## src/rtl/regfile_access_master_if.sv

```systemverilog
// Command, response and register-file pins of regfile_access_master.
// The master modport is the sequencer's view; slave is the front-end/register-file side.
interface regfile_access_master_if #(
    parameter int AW = 4,
    parameter int DW = 32
);
    logic          cmd_valid;
    logic          cmd_ready;
    logic          cmd_write;
    logic [AW-1:0] cmd_address;
    logic [DW-1:0] cmd_wdata;

    logic          rsp_valid;
    logic          rsp_ready;
    logic          rsp_write;
    logic [DW-1:0] rsp_rdata;
    logic          rsp_error;

    logic          rf_write_enable;
    logic [AW-1:0] rf_write_address;
    logic [DW-1:0] rf_write_data;
    logic [AW-1:0] rf_read_address_1;
    logic [DW-1:0] rf_read_data_1;
    logic [AW-1:0] rf_read_address_2;
    logic [DW-1:0] rf_read_data_2;

    modport master (
        input  cmd_valid, cmd_write, cmd_address, cmd_wdata,
        input  rsp_ready,
        input  rf_read_data_1, rf_read_data_2,
        output cmd_ready,
        output rsp_valid, rsp_write, rsp_rdata, rsp_error,
        output rf_write_enable, rf_write_address, rf_write_data,
        output rf_read_address_1, rf_read_address_2
    );

    modport slave (
        output cmd_valid, cmd_write, cmd_address, cmd_wdata,
        output rsp_ready,
        output rf_read_data_1, rf_read_data_2,
        input  cmd_ready,
        input  rsp_valid, rsp_write, rsp_rdata, rsp_error,
        input  rf_write_enable, rf_write_address, rf_write_data,
        input  rf_read_address_1, rf_read_address_2
    );
endinterface

```

## src/rtl/regfile_access_master.sv

```systemverilog
// Command-FIFO sequencer driving a register file; one response per command.
// Optional macro READBACK_CHECK_EN: read back each write on port 2 and flag mismatches.
module regfile_access_master #(
    parameter int NUM_ADDRESS = 16,
    parameter int DATA_LENGTH = 32,
    parameter int CMD_DEPTH   = 4
) (
    input  logic                   clk,
    input  logic                   reset,
    regfile_access_master_if.master bus
);
    localparam int AW = $clog2(NUM_ADDRESS);
    localparam int DW = DATA_LENGTH;
    localparam int PW = $clog2(CMD_DEPTH);

    if (NUM_ADDRESS < 2) begin : g_bad_num_address
        $error("regfile_access_master: NUM_ADDRESS must be greater than 1");
    end
    if (CMD_DEPTH < 2 || (CMD_DEPTH & (CMD_DEPTH - 1)) != 0) begin : g_bad_cmd_depth
        $error("regfile_access_master: CMD_DEPTH must be a power of two >= 2");
    end

    typedef struct packed {
        logic          write;
        logic [AW-1:0] addr;
        logic [DW-1:0] wdata;
    } cmd_t;

    typedef enum logic [1:0] {
        IDLE = 2'd0,
        EXEC = 2'd1,
        RESP = 2'd2
    } state_t;

    cmd_t          fifo_mem_q [CMD_DEPTH];
    logic [PW-1:0] wr_ptr_q, wr_ptr_d;
    logic [PW-1:0] rd_ptr_q, rd_ptr_d;
    logic [PW:0]   count_q, count_d;
    logic          fifo_full, fifo_empty;
    logic          push, pop;
    cmd_t          cmd_in;

    state_t        state_q, state_d;
    cmd_t          cmd_q, cmd_d;
    logic          rsp_write_q, rsp_write_d;
    logic [DW-1:0] rsp_rdata_q, rsp_rdata_d;
    logic          rsp_error_q, rsp_error_d;
    logic          addr_ok;

    function automatic logic in_range(input logic [AW-1:0] a);
        return 32'(a) < NUM_ADDRESS;
    endfunction

    assign fifo_full     = (count_q == (PW+1)'(CMD_DEPTH));
    assign fifo_empty    = (count_q == '0);
    assign bus.cmd_ready = !fifo_full;
    assign push          = bus.cmd_valid && !fifo_full;
    assign addr_ok       = in_range(cmd_q.addr);

    assign cmd_in.write = bus.cmd_write;
    assign cmd_in.addr  = bus.cmd_address;
    assign cmd_in.wdata = bus.cmd_wdata;

    always_comb begin
        wr_ptr_d = wr_ptr_q;
        rd_ptr_d = rd_ptr_q;
        count_d  = count_q;
        if (push) begin
            wr_ptr_d = wr_ptr_q + PW'(1);
        end
        if (pop) begin
            rd_ptr_d = rd_ptr_q + PW'(1);
        end
        if (push && !pop) begin
            count_d = count_q + (PW+1)'(1);
        end else if (!push && pop) begin
            count_d = count_q - (PW+1)'(1);
        end
    end

    // Payload storage carries no reset; only the pointers and count define validity.
    always_ff @(posedge clk) begin
        if (push) begin
            fifo_mem_q[wr_ptr_q] <= cmd_in;
        end
    end

    always_comb begin
        state_d     = state_q;
        pop         = 1'b0;
        cmd_d       = cmd_q;
        rsp_write_d = rsp_write_q;
        rsp_rdata_d = rsp_rdata_q;
        rsp_error_d = rsp_error_q;

        bus.rsp_valid         = 1'b0;
        bus.rf_write_enable   = 1'b0;
        bus.rf_write_address  = '0;
        bus.rf_write_data     = '0;
        bus.rf_read_address_1 = '0;

        unique case (state_q)
            IDLE: begin
                if (!fifo_empty) begin
                    pop     = 1'b1;
                    cmd_d   = fifo_mem_q[rd_ptr_q];
                    state_d = EXEC;
                end
            end

            // The register file commits the write on the EXEC->RESP edge, so a
            // following read of the same address already sees the new value.
            EXEC: begin
                bus.rf_write_enable   = cmd_q.write && addr_ok;
                bus.rf_write_address  = cmd_q.addr;
                bus.rf_write_data     = cmd_q.wdata;
                bus.rf_read_address_1 = cmd_q.addr;

                rsp_write_d = cmd_q.write;
                rsp_rdata_d = (!cmd_q.write && addr_ok) ? bus.rf_read_data_1 : '0;
                rsp_error_d = !addr_ok;
                state_d     = RESP;
            end

            RESP: begin
                bus.rsp_valid = 1'b1;
                if (bus.rsp_ready) begin
                    if (!fifo_empty) begin
                        pop     = 1'b1;
                        cmd_d   = fifo_mem_q[rd_ptr_q];
                        state_d = EXEC;
                    end else begin
                        state_d = IDLE;
                    end
                end
            end

            default: begin
                state_d = IDLE;
            end
        endcase
    end

    always_ff @(posedge clk or negedge reset) begin
        if (!reset) begin
            state_q     <= IDLE;
            wr_ptr_q    <= '0;
            rd_ptr_q    <= '0;
            count_q     <= '0;
            cmd_q       <= '0;
            rsp_write_q <= 1'b0;
            rsp_rdata_q <= '0;
            rsp_error_q <= 1'b0;
        end else begin
            state_q     <= state_d;
            wr_ptr_q    <= wr_ptr_d;
            rd_ptr_q    <= rd_ptr_d;
            count_q     <= count_d;
            cmd_q       <= cmd_d;
            rsp_write_q <= rsp_write_d;
            rsp_rdata_q <= rsp_rdata_d;
            rsp_error_q <= rsp_error_d;
        end
    end

    assign bus.rsp_write = rsp_write_q;
    assign bus.rsp_rdata = rsp_rdata_q;

`ifdef READBACK_CHECK_EN
    logic readback_active;

    // Port 2 re-reads the just-written entry; the compare is stable for all of RESP.
    assign readback_active       = (state_q == RESP) && rsp_write_q;
    assign bus.rf_read_address_2 = readback_active ? cmd_q.addr : '0;
    assign bus.rsp_error         = rsp_error_q ||
                                   (readback_active && (bus.rf_read_data_2 != cmd_q.wdata));
`else
    logic unused_read_data_2;

    assign unused_read_data_2    = ^bus.rf_read_data_2;
    assign bus.rf_read_address_2 = '0;
    assign bus.rsp_error         = rsp_error_q;
`endif

endmodule

```

## src/flat_wrapper.sv

```systemverilog
// flat-port wrapper written by rule: the top's interface ports become plain ports
module regfile_access_master_flat 
#(
    parameter int NUM_ADDRESS = 16,
    parameter int DATA_LENGTH = 32,
    parameter int CMD_DEPTH   = 4
)
  (clk, reset, bus_cmd_valid, bus_cmd_write, bus_cmd_address, bus_cmd_wdata, bus_rsp_ready, bus_rf_read_data_1, bus_rf_read_data_2, bus_cmd_ready, bus_rsp_valid, bus_rsp_write, bus_rsp_rdata, bus_rsp_error, bus_rf_write_enable, bus_rf_write_address, bus_rf_write_data, bus_rf_read_address_1, bus_rf_read_address_2);
  regfile_access_master_if #(.AW((4)), .DW((32))) bus_i ();
  input  logic clk;
  input  logic reset;
  input wire logic [$bits(bus_i.cmd_valid)-1:0] bus_cmd_valid;
  input wire logic [$bits(bus_i.cmd_write)-1:0] bus_cmd_write;
  input wire logic [$bits(bus_i.cmd_address)-1:0] bus_cmd_address;
  input wire logic [$bits(bus_i.cmd_wdata)-1:0] bus_cmd_wdata;
  input wire logic [$bits(bus_i.rsp_ready)-1:0] bus_rsp_ready;
  input wire logic [$bits(bus_i.rf_read_data_1)-1:0] bus_rf_read_data_1;
  input wire logic [$bits(bus_i.rf_read_data_2)-1:0] bus_rf_read_data_2;
  output wire logic [$bits(bus_i.cmd_ready)-1:0] bus_cmd_ready;
  output wire logic [$bits(bus_i.rsp_valid)-1:0] bus_rsp_valid;
  output wire logic [$bits(bus_i.rsp_write)-1:0] bus_rsp_write;
  output wire logic [$bits(bus_i.rsp_rdata)-1:0] bus_rsp_rdata;
  output wire logic [$bits(bus_i.rsp_error)-1:0] bus_rsp_error;
  output wire logic [$bits(bus_i.rf_write_enable)-1:0] bus_rf_write_enable;
  output wire logic [$bits(bus_i.rf_write_address)-1:0] bus_rf_write_address;
  output wire logic [$bits(bus_i.rf_write_data)-1:0] bus_rf_write_data;
  output wire logic [$bits(bus_i.rf_read_address_1)-1:0] bus_rf_read_address_1;
  output wire logic [$bits(bus_i.rf_read_address_2)-1:0] bus_rf_read_address_2;
  assign bus_i.cmd_valid = bus_cmd_valid;
  assign bus_i.cmd_write = bus_cmd_write;
  assign bus_i.cmd_address = bus_cmd_address;
  assign bus_i.cmd_wdata = bus_cmd_wdata;
  assign bus_i.rsp_ready = bus_rsp_ready;
  assign bus_i.rf_read_data_1 = bus_rf_read_data_1;
  assign bus_i.rf_read_data_2 = bus_rf_read_data_2;
  assign bus_cmd_ready = bus_i.cmd_ready;
  assign bus_rsp_valid = bus_i.rsp_valid;
  assign bus_rsp_write = bus_i.rsp_write;
  assign bus_rsp_rdata = bus_i.rsp_rdata;
  assign bus_rsp_error = bus_i.rsp_error;
  assign bus_rf_write_enable = bus_i.rf_write_enable;
  assign bus_rf_write_address = bus_i.rf_write_address;
  assign bus_rf_write_data = bus_i.rf_write_data;
  assign bus_rf_read_address_1 = bus_i.rf_read_address_1;
  assign bus_rf_read_address_2 = bus_i.rf_read_address_2;
  regfile_access_master #(.NUM_ADDRESS(NUM_ADDRESS), .DATA_LENGTH(DATA_LENGTH), .CMD_DEPTH(CMD_DEPTH)) u_core (.clk(clk), .reset(reset), .bus(bus_i));
endmodule
```

## config.mk

```make
export PLATFORM = sky130hd
export DESIGN_NAME = regfile_access_master_flat
export DESIGN_NICKNAME = d
export VERILOG_FILES = /design/src/rtl/regfile_access_master_if.sv /design/src/rtl/regfile_access_master.sv /design/src/flat_wrapper.sv
export SDC_FILE = /design/constraint.sdc
export NUM_CORES = 1
export LEC_CHECK = 0
export ABC_AREA = 1
export CORE_ASPECT_RATIO = 0.7
export CORE_MARGIN = 2
export CORE_UTILIZATION = 56
export CTS_CLUSTER_SIZE = 40
export DETAILED_ROUTE_END_ITERATION = 6
export PLACE_DENSITY = 0.85
export SYNTH_ARGS = -nofsm -noshare
export SYNTH_HDL_FRONTEND = slang
export SYNTH_SLANG_ARGS = --single-unit
```

## constraint.sdc

```tcl
create_clock -name clk -period 4.5 [get_ports clk]
set_input_delay 0.9 -clock clk [delete_from_list [all_inputs] [get_ports clk]]
set_output_delay 0.9 -clock clk [all_outputs]
set_load 0.01 [all_outputs]
```

==> reports/qor.yml, run 1 <==
arrival_ns: 2.54
dp.cells: 1367
syn_area_um2: 9790
grt_antenna_before_repair: 4
worstSetupEndpointType: "output pin"
fin_nets: 1271
grt_max_degree: 104
gp_congestion: 0.761
grt_pass1_vias: 6840
ctsLongestPathBuffers: 3
fin_tns_setup_ns: 0
ys_seq_area_frac: 0.656
dpl.hpwl_um: 13000
crit_path_start_kind: "register"
routedWlPerCell_um: 15.4
p_clk_frac: 0.215
place_area_um2: 11400
yosysWarnings: 0
synth-seq-cells: 227
grt_pass1_wl_um: 34100
drt_pass1_iterations: 5
fin_crit_sh: 0.763
htreeDepth: 1
drt-initial-drc-count: 498
layout_commonest_cell: "nand2_1"
die_area_um2: 18600
fp-row-count: 40
cts_tree: "done"
post-place-ws_ns: 1.46
ant_nets: 0
critical_path_class: "reg -> out"
p_sw_uw: 2890
required_ns: 3.60
p_leak_uw: 0.00563
p_int_uw: 4920
fin_crit_ns: 3.44
grt_use_total: 0.236
switching_share: 0.370
post_cts_buffers: 0
p_per_area_nw_per_um2: 650
slew_headroom: 0.271
slew_viol_final: 0
die_w_um: 162
fp.coreArea_um2: 17100
setup_violations: 0
timing.final.ws_setup_ns: 1.06
synth_cells: 1029
max_freq_mhz: 291
final_cell_mix: "374 x nand2_1, 198 x inv_1, 148 x edfxtp_1, 147 x clkdlybuf4s50_1, 78 x dfrtp_1"
via_count: 6947
design_area_um2: 12000
clk_latency_ns: 0.50
drc: 0
io_buffers: 148
clock-root-buffer: "clkbuf_16"
final_cells: 1407
finalHoldViolations: 0
layout-drive-gt1-share: 0.0426
tightest_slew_ns: 1.09
critPathMaxFanout: 103
wl_um: 21700
cts_hold_buffers: 0
hold_class: "reg -> reg"
syn2layout_area_growth_pct: 22.7
cts.sinks: 227
outcome: "completed"
synth_cell_type_count: 21
gr-total-overflow: 0
irDropWorstVdd_v: 0.000367
syn_area_per_cell_um2: 9.51
clkTransAtPathRegs_ns: 0.06
fin_skew_ns: 0.0119
fillerInstances: 1226
maxCapViolCount: 0
die_height_um: 115
rsz0062_at_grt: "false"
comb_power_share: 0.386
cts_resized: 0
cts_made_buffers: 22
p_seq_frac: 0.399
post_drt_via_cell_ratio: 4.94
initial_core_util: 0.572
ios: 186
==> metrics by stage <==
| stage | hold WS, ns | total power [uW] | utilization |
|---|---|---|---|
| after detailed placement | 0.462 | 6150 | 0.663 |
| after floorplan | 0.423 | 5080 | - |
| after global routing | 0.495 | 8350 | 0.702 |
| final | 0.460 | 7810 | 0.702 |
| after global placement | 0.434 | 6010 | 0.663 |
| after CTS | 0.471 | 7860 | 0.702 |
==> cells in the mapped netlist <==
| cell type | count | area, um2 |
|---|---|---|
| nand2_1 | 376 | 1410 |
| inv_1 | 198 | 743 |
| edfxtp_1 | 148 | 4440 |
| dfrtp_1 | 79 | 1980 |
| nand3_1 | 77 | 385 |
| nor2_1 | 45 | 169 |
| o21ai_0 | 34 | 170 |
| buf_2 | 24 | 120 |
| buf_4 | 13 | 97.6 |
| clkbuf_1 | 9 | 33.8 |
| buf_6 | 7 | 78.8 |
| ha_1 | 5 | 62.6 |
| inv_2 | 3 | 11.3 |
| xor2_1 | 3 | 26.3 |
| buf_1 | 2 | 7.51 |
| a21oi_1 | 1 | 5.00 |
| clkinv_1 | 1 | 3.75 |
| conb_1 | 1 | 3.75 |
| fa_1 | 1 | 20.0 |
| o21bai_1 | 1 | 7.51 |
| xnor2_1 | 1 | 8.76 |
==> final timing paths <==
check | from | end | slack, ns | cells after the start
hold reg to reg | u_core.state_q[1] | u_core.state_q[1] | 0.46 | 1
min in group asynchronous | reset | u_core.bus.rsp_rdata[9] | 0.62 | 1
setup / recovery | u_core.state_q[1] | bus_rf_read_address_1[3] | 1.06 | 4
max in group asynchronous | reset | u_core.rd_ptr_q[0] | 3.13 | 1
setup reg to reg | u_core.count_q[0] | u_core.fifo_mem_q[2][9] | 2.25 | 5
hold / removal | u_core.state_q[1] | u_core.state_q[1] | 0.46 | 1
==> logic make-up after synthesis <==
group	share of synthesized area
and+or+nand+nor	0.201
buffers and inverters	0.112
DFF	0.656
AOI/OAI and AO/OA	0.0187
adders and majority gates	0.00844
xor gates and xnor gates	0.00358
other	0.000383
==> final cells by class <==
type	instances	area, um2	share of cell area
Sequential cell	227	6420	0.535
Multi-Input combinational cell	549	2330	0.194
Timing Repair Buffer	158	1550	0.129
Inverter	202	758	0.0631
Clock buffer	32	619	0.0516
Tap cell	231	289	0.0241
Clock inverter	7	33.8	0.00281
Antenna cell	1	2.50	0.000208
==> power groups by stage <==
stage,sequential (uW),combinational [uW],clock (uW)
2_1_floorplan,3160,1920,0
3_3_place_gp,3120,2900,0
3_5_place_dp,3150,3000,0
4_1_cts,3110,3040,1710
5_1_grt,3170,3390,1790
6_report,3120,3020,1680
==> worst max-delay path, stage by stage, from the launching register on <==
cell and delay, ns:
dfrtp_1 0.38, inv_1 0.14, nand2_4 0.51, nor2_1 0.39, clkdlybuf4s50_1 0.59
==> metal layers <==
metal,wire [um],vias to the layer above,part of all wire,global-route usage
li1,-,3384,-,-
met1,9010,3270,0.42,0.298
met2,10500,253,0.48,0.413
met3,1760,36,0.081,0.0587
met4,364,4,0.017,0.0578
met5,23,-,0.0011,0
==> state kept, by name (all words and copies together), names as in the netlist <==
signal                count
u_core.fifo_mem_q       148
u_core.rd_ptr_q           2
u_core.cmd_q             37
u_core.bus.rsp_write      1
u_core.bus.rsp_rdata     32
u_core.count_q            3
u_core.wr_ptr_q           2
u_core.state_q            2
Power figures use the tool's default switching activity.
==> inputs of run 2 (changes only) <==
--- a/config.mk
+++ b/config.mk
@@ -8,10 +8,10 @@
 export ABC_AREA = 1
 export CORE_ASPECT_RATIO = 0.7
 export CORE_MARGIN = 2
-export CORE_UTILIZATION = 56
+export CORE_UTILIZATION = 52
 export CTS_CLUSTER_SIZE = 40
 export DETAILED_ROUTE_END_ITERATION = 6
-export PLACE_DENSITY = 0.85
+export PLACE_DENSITY = 0.8
 export SYNTH_ARGS = -nofsm -noshare
 export SYNTH_HDL_FRONTEND = slang
 export SYNTH_SLANG_ARGS = --single-unit
==> constraint.sdc (replaced) <==
create_clock -name clk -period 3.4 [get_ports clk]
set_input_delay 0.68 -clock clk [delete_from_list [all_inputs] [get_ports clk]]
set_output_delay 0.68 -clock clk [all_outputs]
set_load 0.01 [all_outputs]
==> reports/qor.yml, run 2 (synthesis gave the netlist of run 1 again) <==
outcome: "completed"
cts.sinks: 227  # unchanged
io_buffers: 148  # unchanged
setup_violations: 0  # unchanged
cts_made_buffers: 22  # unchanged
finalHoldViolations: 0  # unchanged
place_area_um2: 11400  # +0.55%
post_drt_via_cell_ratio: 4.91  # -0.59%
p_leak_uw: 0.00569  # +1.1%
cts_resized: 0  # unchanged
worstSetupEndpointType: "output pin"
fin_skew_ns: 0.0102  # -0.00166 ns
wl_um: 21500  # -0.75%
layout-drive-gt1-share: 0.0492  # +0.00660
grt_pass1_vias: 6806  # -0.50%
clkTransAtPathRegs_ns: 0.06  # about the same
rsz0062_at_grt: "false"
grt_antenna_before_repair: 2  # -2
design_area_um2: 12200  # +1.2%
seqCellArea_um2: 6420  # about the same
fin_tns_setup_ns: 0  # unchanged
hold_class: "in -> async"
clk_latency_ns: 0.50  # about the same
fillerInstances: 1328  # +8.3%
grt_max_degree: 77  # -26%
drc: 0  # unchanged
initial_core_util: 0.537  # -0.0344
fin_crit_ns: 3.03
syn2layout_area_growth_pct: 24.2
reg2reg_depth: 10  # +5
drt-initial-drc-count: 662  # +33%
via_count: 6965  # +0.26%
crit_path_start_kind: "register"
clock-root-buffer: "clkbuf_16"
fp-row-count: 41  # +2.5%
grt_pass1_wl_um: 34000  # -0.24%
fin_nets: 1275  # +0.31%
met3_usage: 0.0506  # -0.00811
fin_crit_sh: 0.891
largest-register: "u_core.fifo_mem_q"
path_buf_inv: 2  # unchanged
layout_commonest_cell: "nand2_1"
slew_viol_final: 0  # unchanged
max_freq_mhz: 330
slowest_delay_ns: 0.58  # about the same
required_ns: 2.72  # -0.88 ns
grt_use_total: 0.217  # -0.0183
slew_headroom: 0.435  # +0.164
r2r_setup_slack_ns: 1.22  # -1.03 ns
ios: 186  # unchanged
routedWlPerCell_um: 15.1  # -1.6%
dp.cells: 1376  # +0.66%
gr-total-overflow: 0  # unchanged
die_w_um: 168  # +3.7%
irDropWorstVdd_v: 0.000552  # +50%
critPathMaxFanout: 62  # -40%
die_area_um2: 20000  # +7.5%
worstReg2RegEnd: "u_core.count_q[2]"
die_height_um: 119  # +3.6%
post_cts_buffers: 0  # unchanged
grt.met2_usage: 0.362  # -0.0509
p_per_area_nw_per_um2: 873  # +34%
gp_congestion: 0.768  # +0.88%
fp.coreArea_um2: 18200  # +6.4%
use_met1: 0.288  # -0.0104
arrival_ns: 2.35  # -0.19 ns
drt_pass1_iterations: 5  # unchanged
final_cell_mix: "374 x nand2_1, 198 x inv_1, 148 x edfxtp_1, 147 x clkdlybuf4s50_1"
crit_chain: "inv_1, nand2_4, nor2_1, clkdlybuf4s50_1"
crit_slowest_cell: "clkdlybuf4s50_1"
rr_startpoint: "u_core.count_q[0]"
dpl.hpwl_um: 12900  # -1.1%
ctsLongestPathBuffers: 3  # unchanged
critical_path_class: "reg -> out"
largest_register_ffs: 148  # unchanged
tightest_slew_ns: 0.847  # -0.246 ns
final_cells: 1419  # +0.85%
cts_tree: "done"
ant_nets: 0  # unchanged
cpLargestDelayFamily: "buffers and inverters"
cts_hold_buffers: 0  # unchanged
maxCapViolCount: 0  # unchanged
htreeDepth: 1  # unchanged
multi_input_area_um2: 2330  # unchanged
busiest_layer: "met2"
[run 2: worst reg2reg max path: stages (launching register included)]
cell	delay [ns]
dfrtp_1	0.40
inv_1	0.08
nand3_1	0.10
nand2_1	0.31
inv_1	0.17
ha_1	0.17
inv_1	0.07
fa_1	0.43
nand2_1	0.08
nand3_1	0.09
xor2_1	0.15
[run 2: worst max-delay path by stage]
stage | from | end | slack, ns | cells past startpoint
floorplan | bus_cmd_valid | u_core.fifo_mem_q[0][0] | 0.57 | 2
global placement | bus_cmd_valid | u_core.count_q[2] | 0.68 | 9
detailed placement | bus_cmd_valid | u_core.count_q[2] | 0.68 | 9
CTS | u_core.state_q[1] | bus_rf_read_address_1[3] | 0.37 | 4
finish | u_core.state_q[1] | bus_rf_write_address[3] | 0.37 | 4
global route | u_core.state_q[1] | bus_rf_write_address[0] | 0.23 | 4
[run 2: power by group]
group	internal [uW]	switching, uW
sequential	3800	320
clock	1460	972
combinational	1490	2560
total	6750	3850
[run 2: layer usage]
layer | part of all wire | up-vias
li1 | - | 3404
met1 | 0.44 | 3247
met2 | 0.47 | 277
met3 | 0.079 | 37
met4 | 0.020 | 0
met5 | 0 | -
[run 2: per-stage QoR]
step	utilization	hold WS [ns]	setup slack, ns	total power [uW]
global route	0.667	0.326	0.228	11300
detailed placement	0.627	0.441	0.677	8200
global placement	0.627	0.436	0.685	8070
finish	0.667	0.270	0.371	10600
floorplan	-	0.384	0.566	6720
CTS	0.667	0.297	0.367	10700
[run 2: cell type report]
cell class | count | share of cell area
clock buffers | 35 | 0.0535
flip-flops and latches | 227 | 0.529
clock inverters | 5 | 0.00618
multi-input cells | 549 | 0.192
repair buffers | 162 | 0.132
diodes | 3 | 0.000618
inverters | 202 | 0.0624
well taps | 236 | 0.0243
